**src/rtl/opnd_fetch_ctrl_pkg.sv**
```systemverilog
// Shared types for the operand fetch controller:
// state encoding, access sizes and the size helper.
package opnd_fetch_ctrl_pkg;

  typedef enum logic [2:0] {
    S_IDLE  = 3'd0,
    S_REQ0  = 3'd1,
    S_WAIT0 = 3'd2,
    S_REQ1  = 3'd3,
    S_WAIT1 = 3'd4,
    S_DONE  = 3'd5
  } state_t;

  localparam logic [1:0] MEM_SIZE_BYTE  = 2'b00;
  localparam logic [1:0] MEM_SIZE_WORD  = 2'b01;
  localparam logic [1:0] MEM_SIZE_DWORD = 2'b10;

  typedef struct packed {
    logic [1:0]  size;
    logic        opnd1_is_mem;
    logic [31:0] opnd2;
  } opnd_bndl_t;

  // Byte wins over the 16-bit prefix.
  function automatic logic [1:0] size_from_prefix(
    input logic is_byte,
    input logic is_16
  );
    logic [1:0] sz;
    if (is_byte)
      sz = MEM_SIZE_BYTE;
    else if (is_16)
      sz = MEM_SIZE_WORD;
    else
      sz = MEM_SIZE_DWORD;
    return sz;
  endfunction

endpackage

```
**src/rtl/opnd_fetch_ctrl_mem_rd_zext.sv**
```systemverilog
// Size-based zero extension of memory read data.
// Purely combinational.
module mem_rd_zext
  import opnd_fetch_ctrl_pkg::*;
(
  input  logic [1:0]  size,
  input  logic [31:0] data,
  output logic [31:0] data_zx
);

  always_comb begin
    data_zx = data;
    unique case (size)
      MEM_SIZE_BYTE: data_zx = {24'b0, data[7:0]};
      MEM_SIZE_WORD: data_zx = {16'b0, data[15:0]};
      default:       data_zx = data;
    endcase
  end

endmodule

```
**src/rtl/opnd_fetch_ctrl.sv**
```systemverilog
// Operand fetch sequencer: up to two reads, merged
// with register operands into one resolved bundle.
module opnd_fetch_ctrl
  import opnd_fetch_ctrl_pkg::*;
#(
  parameter int unsigned MAX_WAIT = 255,
  parameter int unsigned ADDR_W   = 32
) (
  input  logic              clk,
  input  logic              rst_n,
  input  logic              dec_valid,
  output logic              dec_ready,
  input  logic              opnd0_is_mem,
  input  logic              opnd1_is_mem,
  input  logic [ADDR_W-1:0] opnd0_addr,
  input  logic [ADDR_W-1:0] opnd1_addr,
  input  logic [31:0]       opnd0_r,
  input  logic [31:0]       opnd1_r,
  input  logic [31:0]       opnd2_r,
  input  logic              reg_1byte,
  input  logic              prefix_operand_16bit,
  output logic              mem_req_valid,
  input  logic              mem_req_ready,
  output logic [ADDR_W-1:0] mem_req_addr,
  output logic [1:0]        mem_req_size,
  input  logic              mem_rsp_valid,
  input  logic [31:0]       mem_rsp_data,
  input  logic              mem_rsp_err,
  output logic              out_valid,
  input  logic              out_ready,
  output logic [31:0]       out_opnd0,
  output logic [31:0]       out_opnd1,
  output logic [31:0]       out_opnd2,
  output logic              out_fault
);

  localparam int CNT_W =
    (MAX_WAIT < 2) ? 1 : $clog2(MAX_WAIT + 1);
  localparam bit TMO_EN = (MAX_WAIT != 0);
  localparam logic [CNT_W-1:0] CNT_LIM =
    CNT_W'((MAX_WAIT == 0) ? 0 : MAX_WAIT - 1);

  state_t            state_q;
  state_t            state_d;
  opnd_bndl_t        bndl_q;
  logic [ADDR_W-1:0] addr0_q;
  logic [ADDR_W-1:0] addr1_q;
  logic [31:0]       op0_q;
  logic [31:0]       op1_q;
  logic              fault_q;
  logic [CNT_W-1:0]  cnt_q;

  logic        capture;
  logic        in_req;
  logic        in_wait;
  logic        rsp_hit;
  logic        tmo;
  logic        out_hs;
  logic [31:0] rsp_zx;
  logic [31:0] slot_val;

  mem_rd_zext u_zext (
    .size    (bndl_q.size),
    .data    (mem_rsp_data),
    .data_zx (rsp_zx)
  );

  assign capture = (state_q == S_IDLE) && dec_valid;
  assign in_req  = (state_q == S_REQ0) ||
                   (state_q == S_REQ1);
  assign in_wait = (state_q == S_WAIT0) ||
                   (state_q == S_WAIT1);
  assign rsp_hit = in_wait && mem_rsp_valid;
  // A response on the limit cycle beats the timeout.
  assign tmo     = TMO_EN && in_wait &&
                   !mem_rsp_valid &&
                   (cnt_q == CNT_LIM);
  assign out_hs  = out_valid && out_ready;

  assign slot_val =
    (rsp_hit && !mem_rsp_err) ? rsp_zx : 32'h0;

  always_ff @(posedge clk or negedge rst_n) begin
    if (!rst_n)
      state_q <= S_IDLE;
    else
      state_q <= state_d;
  end

  always_comb begin
    state_d = state_q;
    unique case (state_q)
      S_IDLE: begin
        if (dec_valid) begin
          if (opnd0_is_mem)
            state_d = S_REQ0;
          else if (opnd1_is_mem)
            state_d = S_REQ1;
          else
            state_d = S_DONE;
        end
      end
      S_REQ0: begin
        if (mem_req_ready)
          state_d = S_WAIT0;
      end
      S_WAIT0: begin
        if (rsp_hit) begin
          if (!mem_rsp_err &&
              bndl_q.opnd1_is_mem)
            state_d = S_REQ1;
          else
            state_d = S_DONE;
        end else if (tmo) begin
          state_d = S_DONE;
        end
      end
      S_REQ1: begin
        if (mem_req_ready)
          state_d = S_WAIT1;
      end
      S_WAIT1: begin
        if (rsp_hit || tmo)
          state_d = S_DONE;
      end
      S_DONE: begin
        if (out_ready)
          state_d = S_IDLE;
      end
      default: state_d = S_IDLE;
    endcase
  end

  always_comb begin
    dec_ready     = 1'b0;
    mem_req_valid = 1'b0;
    mem_req_addr  = '0;
    mem_req_size  = 2'b00;
    out_valid     = 1'b0;
    out_opnd0     = 32'h0;
    out_opnd1     = 32'h0;
    out_opnd2     = 32'h0;
    out_fault     = 1'b0;
    unique case (state_q)
      S_IDLE: dec_ready = 1'b1;
      S_REQ0: begin
        mem_req_valid = 1'b1;
        mem_req_addr  = addr0_q;
        mem_req_size  = bndl_q.size;
      end
      S_REQ1: begin
        mem_req_valid = 1'b1;
        mem_req_addr  = addr1_q;
        mem_req_size  = bndl_q.size;
      end
      S_DONE: begin
        out_valid = 1'b1;
        out_opnd0 = op0_q;
        out_opnd1 = op1_q;
        out_opnd2 = bndl_q.opnd2;
        out_fault = fault_q;
      end
      default: ;
    endcase
  end

  always_ff @(posedge clk or negedge rst_n) begin
    if (!rst_n) begin
      bndl_q  <= '0;
      addr0_q <= '0;
      addr1_q <= '0;
      op0_q   <= 32'h0;
      op1_q   <= 32'h0;
      fault_q <= 1'b0;
      cnt_q   <= '0;
    end else begin
      if (capture) begin
        bndl_q.size <= size_from_prefix(
          reg_1byte, prefix_operand_16bit);
        bndl_q.opnd1_is_mem <= opnd1_is_mem;
        bndl_q.opnd2        <= opnd2_r;
        addr0_q <= opnd0_addr;
        addr1_q <= opnd1_addr;
        op0_q   <= opnd0_r;
        op1_q   <= opnd1_r;
      end
      if (in_req)
        cnt_q <= '0;
      else if (in_wait && !mem_rsp_valid)
        cnt_q <= cnt_q + 1'b1;
      if (rsp_hit || tmo) begin
        if (state_q == S_WAIT0)
          op0_q <= slot_val;
        else
          op1_q <= slot_val;
      end
      if ((rsp_hit && mem_rsp_err) || tmo)
        fault_q <= 1'b1;
      else if (out_hs || capture)
        fault_q <= 1'b0;
    end
  end

endmodule

```
**config.mk**
```make
export PLATFORM = sky130hd
export DESIGN_NAME = opnd_fetch_ctrl
export DESIGN_NICKNAME = d
export VERILOG_FILES = /design/src/rtl/opnd_fetch_ctrl_pkg.sv /design/src/rtl/opnd_fetch_ctrl_mem_rd_zext.sv /design/src/rtl/opnd_fetch_ctrl.sv
export SDC_FILE = /design/constraint.sdc
export NUM_CORES = 1
export LEC_CHECK = 0
export CAP_MARGIN = 20
export CORE_MARGIN = 4
export CORE_UTILIZATION = 35
export DETAILED_ROUTE_END_ITERATION = 7
export DONT_BUFFER_PORTS = 1
export HOLD_SLACK_MARGIN = 0.15
export SYNTH_ARGS = -nofsm -noshare
export SYNTH_HDL_FRONTEND = slang
export SYNTH_SLANG_ARGS = --single-unit
```
**constraint.sdc**
```tcl
create_clock -name clk -period 1.65 [get_ports clk]
set_input_delay 0.2475 -clock clk [delete_from_list [all_inputs] [get_ports clk]]
set_output_delay 0.2475 -clock clk [all_outputs]
set_load 0.01 [all_outputs]
```
==> results.md, run 1 <==
- Type of the worst setup path: reg2reg
- Count leader, synth: nand2_1
- Post-Syn Area per Cell: 9.424 sq um
- Hold Crit Class: in2async
- Max clock buf depth: 2
- Clk_lat worst skew: ~430 ps
- Synth Warn #: 0
- GRT overflow: 0
- Final wirelength: 34.96 mm
- Slew headroom: about two fifths
- Layout cells sized above 1: between 20 and 30%
- Detailed placement HPWL: about 17 mm
- Clock Root Buffer: clkbuf_16
- Top cells by area, synth: dfrtp_1 50%, mux2i_1 18%, nand2_1 14%
- WHS: -488.9 ps
- Post-Place Cell Area: about 9500 sq um
- #FFs+latches synth: roughly 180
- Post-layout net count: around 1400
- First-pass GRT wire length: between 40 and 50 mm
- Worst Tran Pin Value: 880.6 ps
- Site row count: 57
- Fmax: between 500 and 600 MHz
- Yosys top cell area share: 49.65%
- Final Total Pwr: 23.16 mW
- # fillers: roughly 1900
- Die span in x: 166.8 um
- Drt wl/cell: between 20 and 25 um
- Sequential element share of the synthesized area: roughly 50%
- FF-to-FF End: op0_q[13]
- CP Capture Type: flip-flop
- Post-synth top area cell: dfrtp_1
- Post-DR vias/cell: roughly 5.2
- Failing checks: hold timing, setup timing
- Vias in the first global route: roughly 8200
- Fraction of registers with async set/reset: 100.0%
- Final setup vio count: 300
- Post-synth top cells: 326 x nand2_1, 175 x dfrtp_1, 160 x mux2i_1
- Maxcap violations: 0
- I/O Pins: 337
- RSZ-0062 raised after global routing: true
- Antenna violations before repair: 3
- DRC: 0
- Core outline area: ~25000 sq um
- Area of the multi-input gates: about 5000 sq um
- TritonCTS Sinks: between 150 and 200
- Initial core utilization: a little over a third
- Main flop type after synthesis: dfrtp_1
- Sequential Area: roughly 4400 sq um
- Mapped Area: roughly 8800 sq um
- Run status: complete, but fails checks
- Area growth syn-to-layout: 59.89%
- Final Non-Filler Cells: 1543
- H-tree depth: 4
- Period utilisation layout: 119.2%
- Antenna-violating nets left: 0
- # port buffers: 0
- Cells after synthesis: 936
- Worst Path Required: around 1900 ps
- Largest net degree at the start of global routing: 176
- Global Route Usage Sum: between 20% and 30%
- Pwr Density: between 1500 and 2000 nW/um^2
- Reg2Reg Depth: 8
- Drt first pass iters: 5
- Maximum vdd drop: roughly 0.75 mV
- Final hold violation count: 175
- Crit Path Max Fanout: 8
- Initial DRC Count: roughly 670
- Fin area: between 10000 and 15000 sq um
- Worst setup margin: -316.3 ps
- Max Slew Vio Count: 0
- Die Span Y: approximately 170 um
- Inst Count DP: approximately 1200
- Final core utilization: between 50% and 60%
- Reg2reg start: state_q[0]
- P_leak: about 6.7 nW
- Post-synthesis cell type count: 46
- Post-Syn Nets: ~1100
- GP Congestion: approximately 0.8
- Startpoint types: flip-flop
- CTS tree: built
- Vias post-DR: between 8000 and 9000
- Layout Skew: around 14 ps
- DIE AREA: approximately 28000 sq um
- EDFF count, synth: 0
- Crit path DAT: ~2300 ps
- FF-to-FF setup slack: -320 ps
- Worst-path clk slew: around 70 ps
- Clock buffer count from CTS: 17
- Final min period: between 1500 and 2000 ps
cell families (layout without fill, tap and decap cells):
family                     after synthesis  in the layout  share of synthesized area (%)
xor gates and xnor gates                 7              7                         0.7802
DFF                                    175            175                          49.65
and+or+nand+nor                        508            511                          25.84
other                                    0              3                              0
AOI/OAI and AO/OA                       20             20                          1.589
buffers and inverters                   63            340                          3.574
adders and majority gates                2              2                         0.2836
muxes                                  161            161                          18.28
timing repair:
action / 4_1_cts / 5_1_grt
endpoints found under the setup margin: 206 / 304
resized for setup: 167 / 120
endpoints found under the hold margin: 343 / 177
pin swaps: 22 / 48
cloned: 5 / 34
setup buffers: 6 / 15
hold buffers: 201 / 1
worst max-delay path by stage:
stage | start | endpoint | slack, ps | cells past startpoint
2_1_floorplan | state_q[2] | out_opnd0[12] | 4 | 6
6_report | state_q[0] | op0_q[13] | -320 | 8
3_5_place_dp | state_q[0] | op1_q[0] | -70 | 6
4_1_cts | state_q[0] | out_opnd1[15] | -330 | 7
3_3_place_gp | state_q[0] | op1_q[0] | -40 | 6
5_1_grt | state_q[0] | mem_req_addr[23] | -340 | 6
worst max-delay path, stage by stage, from the launching register on:
cell     delay, ps
dfrtp_1        390
buf_6          140
buf_6          120
nor3_4         200
and2_4         250
buf_6          160
buf_16         160
mux2i_1        270
mux2i_1        130
registers in the layout, summed over array words and instances (netlist names):
register,cells
addr0_q,32
addr1_q,32
bndl_q,35
cnt_q,8
fault_q,1
op0_q,32
op1_q,32
state_q,3
cells in the final DEF (no fill, tap or decap), types with 15 or more instances in the layout:
cell type        n
and2_4         100
dlygate4sd3_1  202
nor2_1          18
nand2_2         20
nand2_1        303
buf_4           38
buf_12          17
mux2i_4         15
nor2_4          21
clkbuf_16       37
mux2i_1        124
mux2i_2         21
dfrtp_1        173
per-stage QoR:
stage               setup TNS [ps]  setup slack [ps]
floorplan                        0             4.189
global placement            -61.18            -44.28
detailed placement           -1334            -73.83
CTS                         -45710            -333.9
global route                -74830            -338.1
finish                      -52550            -316.3
area by class of cell:
type | instances | share of cell area [%]
multi-input combinational | 701 | 35.65
sequential | 175 | 31.07
timing repair buffer | 305 | 25.98
clock buffer | 20 | 3.238
tap | 324 | 2.874
clock inverter | 12 | 1.047
inverter | 3 | 0.07984
antenna | 3 | 0.05323
power breakdown:
part	total, mW	switching, mW	internal, mW	leakage [nW]
clock	4.27	1.91	2.36	0.290
sequential	7.52	1.34	6.19	2.21
combinational	11.4	5.77	5.61	4.20
per-layer routing:
metal  vias up  part of all wire, %  track usage, %
li1       3579                    -               -
met5         -                    0               0
met3        88                  7.1           4.764
met1      3941                   38           25.23
met2       434                   51           34.45
met4         0                  3.8           7.577
No activity file was read; power rests on OpenSTA's default activity.
==> inputs of run 2 (changes only) <==
HOLD_SLACK_MARGIN = unset   (was 0.15)
==> run 2 against run 1 <==
Compared with the run above:
- clock-buffer cell count unchanged
- total power rose by 1.8%
- the run still ends with hold timing, setup timing left
- largest cell class unchanged
- die area unchanged
- core utilization decreased by 1.6 points
- critical path depth fell by 3
- register-to-register slack better by 70 ps
- critical endpoint is now out_opnd2[12]
- largest power group unchanged
- combinational power grew 4%
- cell area is 2.8% lower
- sequential share of layout area is 0.89 points higher
- flip-flop and latch count is the same
==> results.md, run 2 (synthesis gave the netlist of run 1 again) <==
- Area growth syn-to-layout: 55.42%
- Antenna violations before repair: 0
- Worst-path clk slew: around 70 ps
- Clock buffer count from CTS: 17
- Sequential Area: roughly 4400 sq um
- Maximum vdd drop: 0.8351 mV
- WHS: -484.5 ps
- RSZ-0062 raised after global routing: true
- Final setup vio count: between 200 and 300
- GP Congestion: about 0.79
- Reg2Reg Depth: 8
- Vias in the first global route: around 7600
- Final min period: around 1900 ps
- Fin area: 13710 sq um
- Global Route Usage Sum: between 15 and 20%
- Vias post-DR: 7953
- Largest net degree at the start of global routing: roughly 180
- Failing checks: hold timing, setup timing
- Layout cells sized above 1: roughly 36%
- Detailed placement HPWL: ~17 mm
- Core outline area: between 20000 and 25000 sq um
- Layout Skew: 16.62 ps
- TritonCTS Sinks: between 150 and 200
- FF-to-FF setup slack: -250 ps
- Pwr Density: roughly 1700 nW/um^2
- H-tree depth: 4
- Reg2reg start: state_q[0]
- Run status: complete, but fails checks
- Crit path DAT: 1670 ps
- Worst setup margin: -262.9 ps
- Drt first pass iters: 7
- Inst Count DP: ~1200
- Site row count: between 50 and 60
- Fmax: roughly 520 MHz
- Commonest cells after routing, fill and taps aside: 251 x nand2_1, 173 x dfrtp_1, 130 x dlygate4sd3_1
- Drt wl/cell: about 24 um
- Worst Path Required: approximately 1400 ps
- Antenna-violating nets left: 0
- Max clock buf depth: 2
- Dpl ws: -73.83 ps
- Hold Crit Class: in2async
- Largest register FFs: 35
- Clk_lat worst skew: 420 ps
- Worst Tran Pin Value: approximately 530 ps
- Maxcap violations: 0
- FF-to-FF End: op1_q[12]
- Startpoint types: flip-flop
- Cts hold-fix bufs: 130
- First-pass GRT wire length: between 40 and 50 mm
- P_leak: ~6.6 nW
- DRC: 0
- Post-Place Cell Area: 9480 sq um
- Die span in x: about 170 um
- Clock Root Buffer: clkbuf_16
- Area of the multi-input gates: approximately 5200 sq um
- Post-layout net count: about 1300
- Final Total Pwr: between 20 and 25 mW
- DIE AREA: between 20000 and 30000 sq um
- Post-DR vias/cell: 5.377
- Max Slew Vio Count: 0
- Final Non-Filler Cells: 1479
- CP Capture Type: primary output
- CP startpoint: state_q[1]
- Most common cell after layout, fill and taps aside: nand2_1
- Type of the worst setup path: reg2out
- # port buffers: 0
- CTS tree: built
- GRT overflow: 0
- Most flops, register: bndl_q
- Final hold violation count: roughly 180
- Die Span Y: between 150 and 200 um
- Initial DRC Count: roughly 530
- Crit Path Max Fanout: 15
- I/O Pins: around 340
- Period utilisation layout: 115.9%
- Final wirelength: 35.00 mm
- # fillers: ~2000
- Slew headroom: between 60 and 70%
- Diodes inserted: 0
- Initial core utilization: between 30% and 40%
run 2: area by class of cell:
type                    count  share of cell area [%]
clock inverters            12                   1.077
clock buffers              20                   3.331
well taps                 324                   2.957
repair buffers            244                   22.57
inverters                   3                  0.1004
flip-flops and latches    175                   31.96
multi-input cells         701                   38.00
run 2: power breakdown:
group / switching [mW] / internal, mW / leakage [nW]
logic: 5.98 / 5.81 / 4.08
registers: 1.37 / 6.19 / 2.21
clock network: 1.88 / 2.36 / 0.290
total: 9.23 / 14.4 / 6.58
run 2: critical path: stages, from the launching register on:
cell and delay [ps]:
dfrtp_2 420, buf_12 140, nor2_4 110, buf_12 190, buf_12 180, and2_4 180
run 2: how the worst max path moves through the flow:
stage	slack [ps]	endpoint	depth (start not counted)
after floorplan	4	out_opnd0[12]	6
after global placement	-40	op1_q[0]	6
after detailed placement	-70	op1_q[0]	6
after CTS	-330	out_opnd1[15]	7
after global routing	-350	op0_q[12]	8
final	-260	out_opnd2[12]	5
run 2: timing repair:
item                                    CTS  global route
buffers inserted                          6            25
gates cloned                              5            37
resized for setup                       167           194
endpoints found under the hold margin   335           175
pin swaps                                22            97
endpoints found under the setup margin  206           304
run 2: per-layer routing:
metal / part of all wire (%) / global-route usage [%]
met4: 4.1 / 6.368
met1: 37 / 24.43
met5: 0 / 0
met3: 7.2 / 4.598
met2: 51 / 33.05
run 2: stage by stage:
stage	utilization, %	TNS [ps]
2_1_floorplan	-	0
3_3_place_gp	38.64	-61.18
3_5_place_dp	38.64	-1334
4_1_cts	49.26	-45550
5_1_grt	55.88	-69640
6_report	55.88	-46100
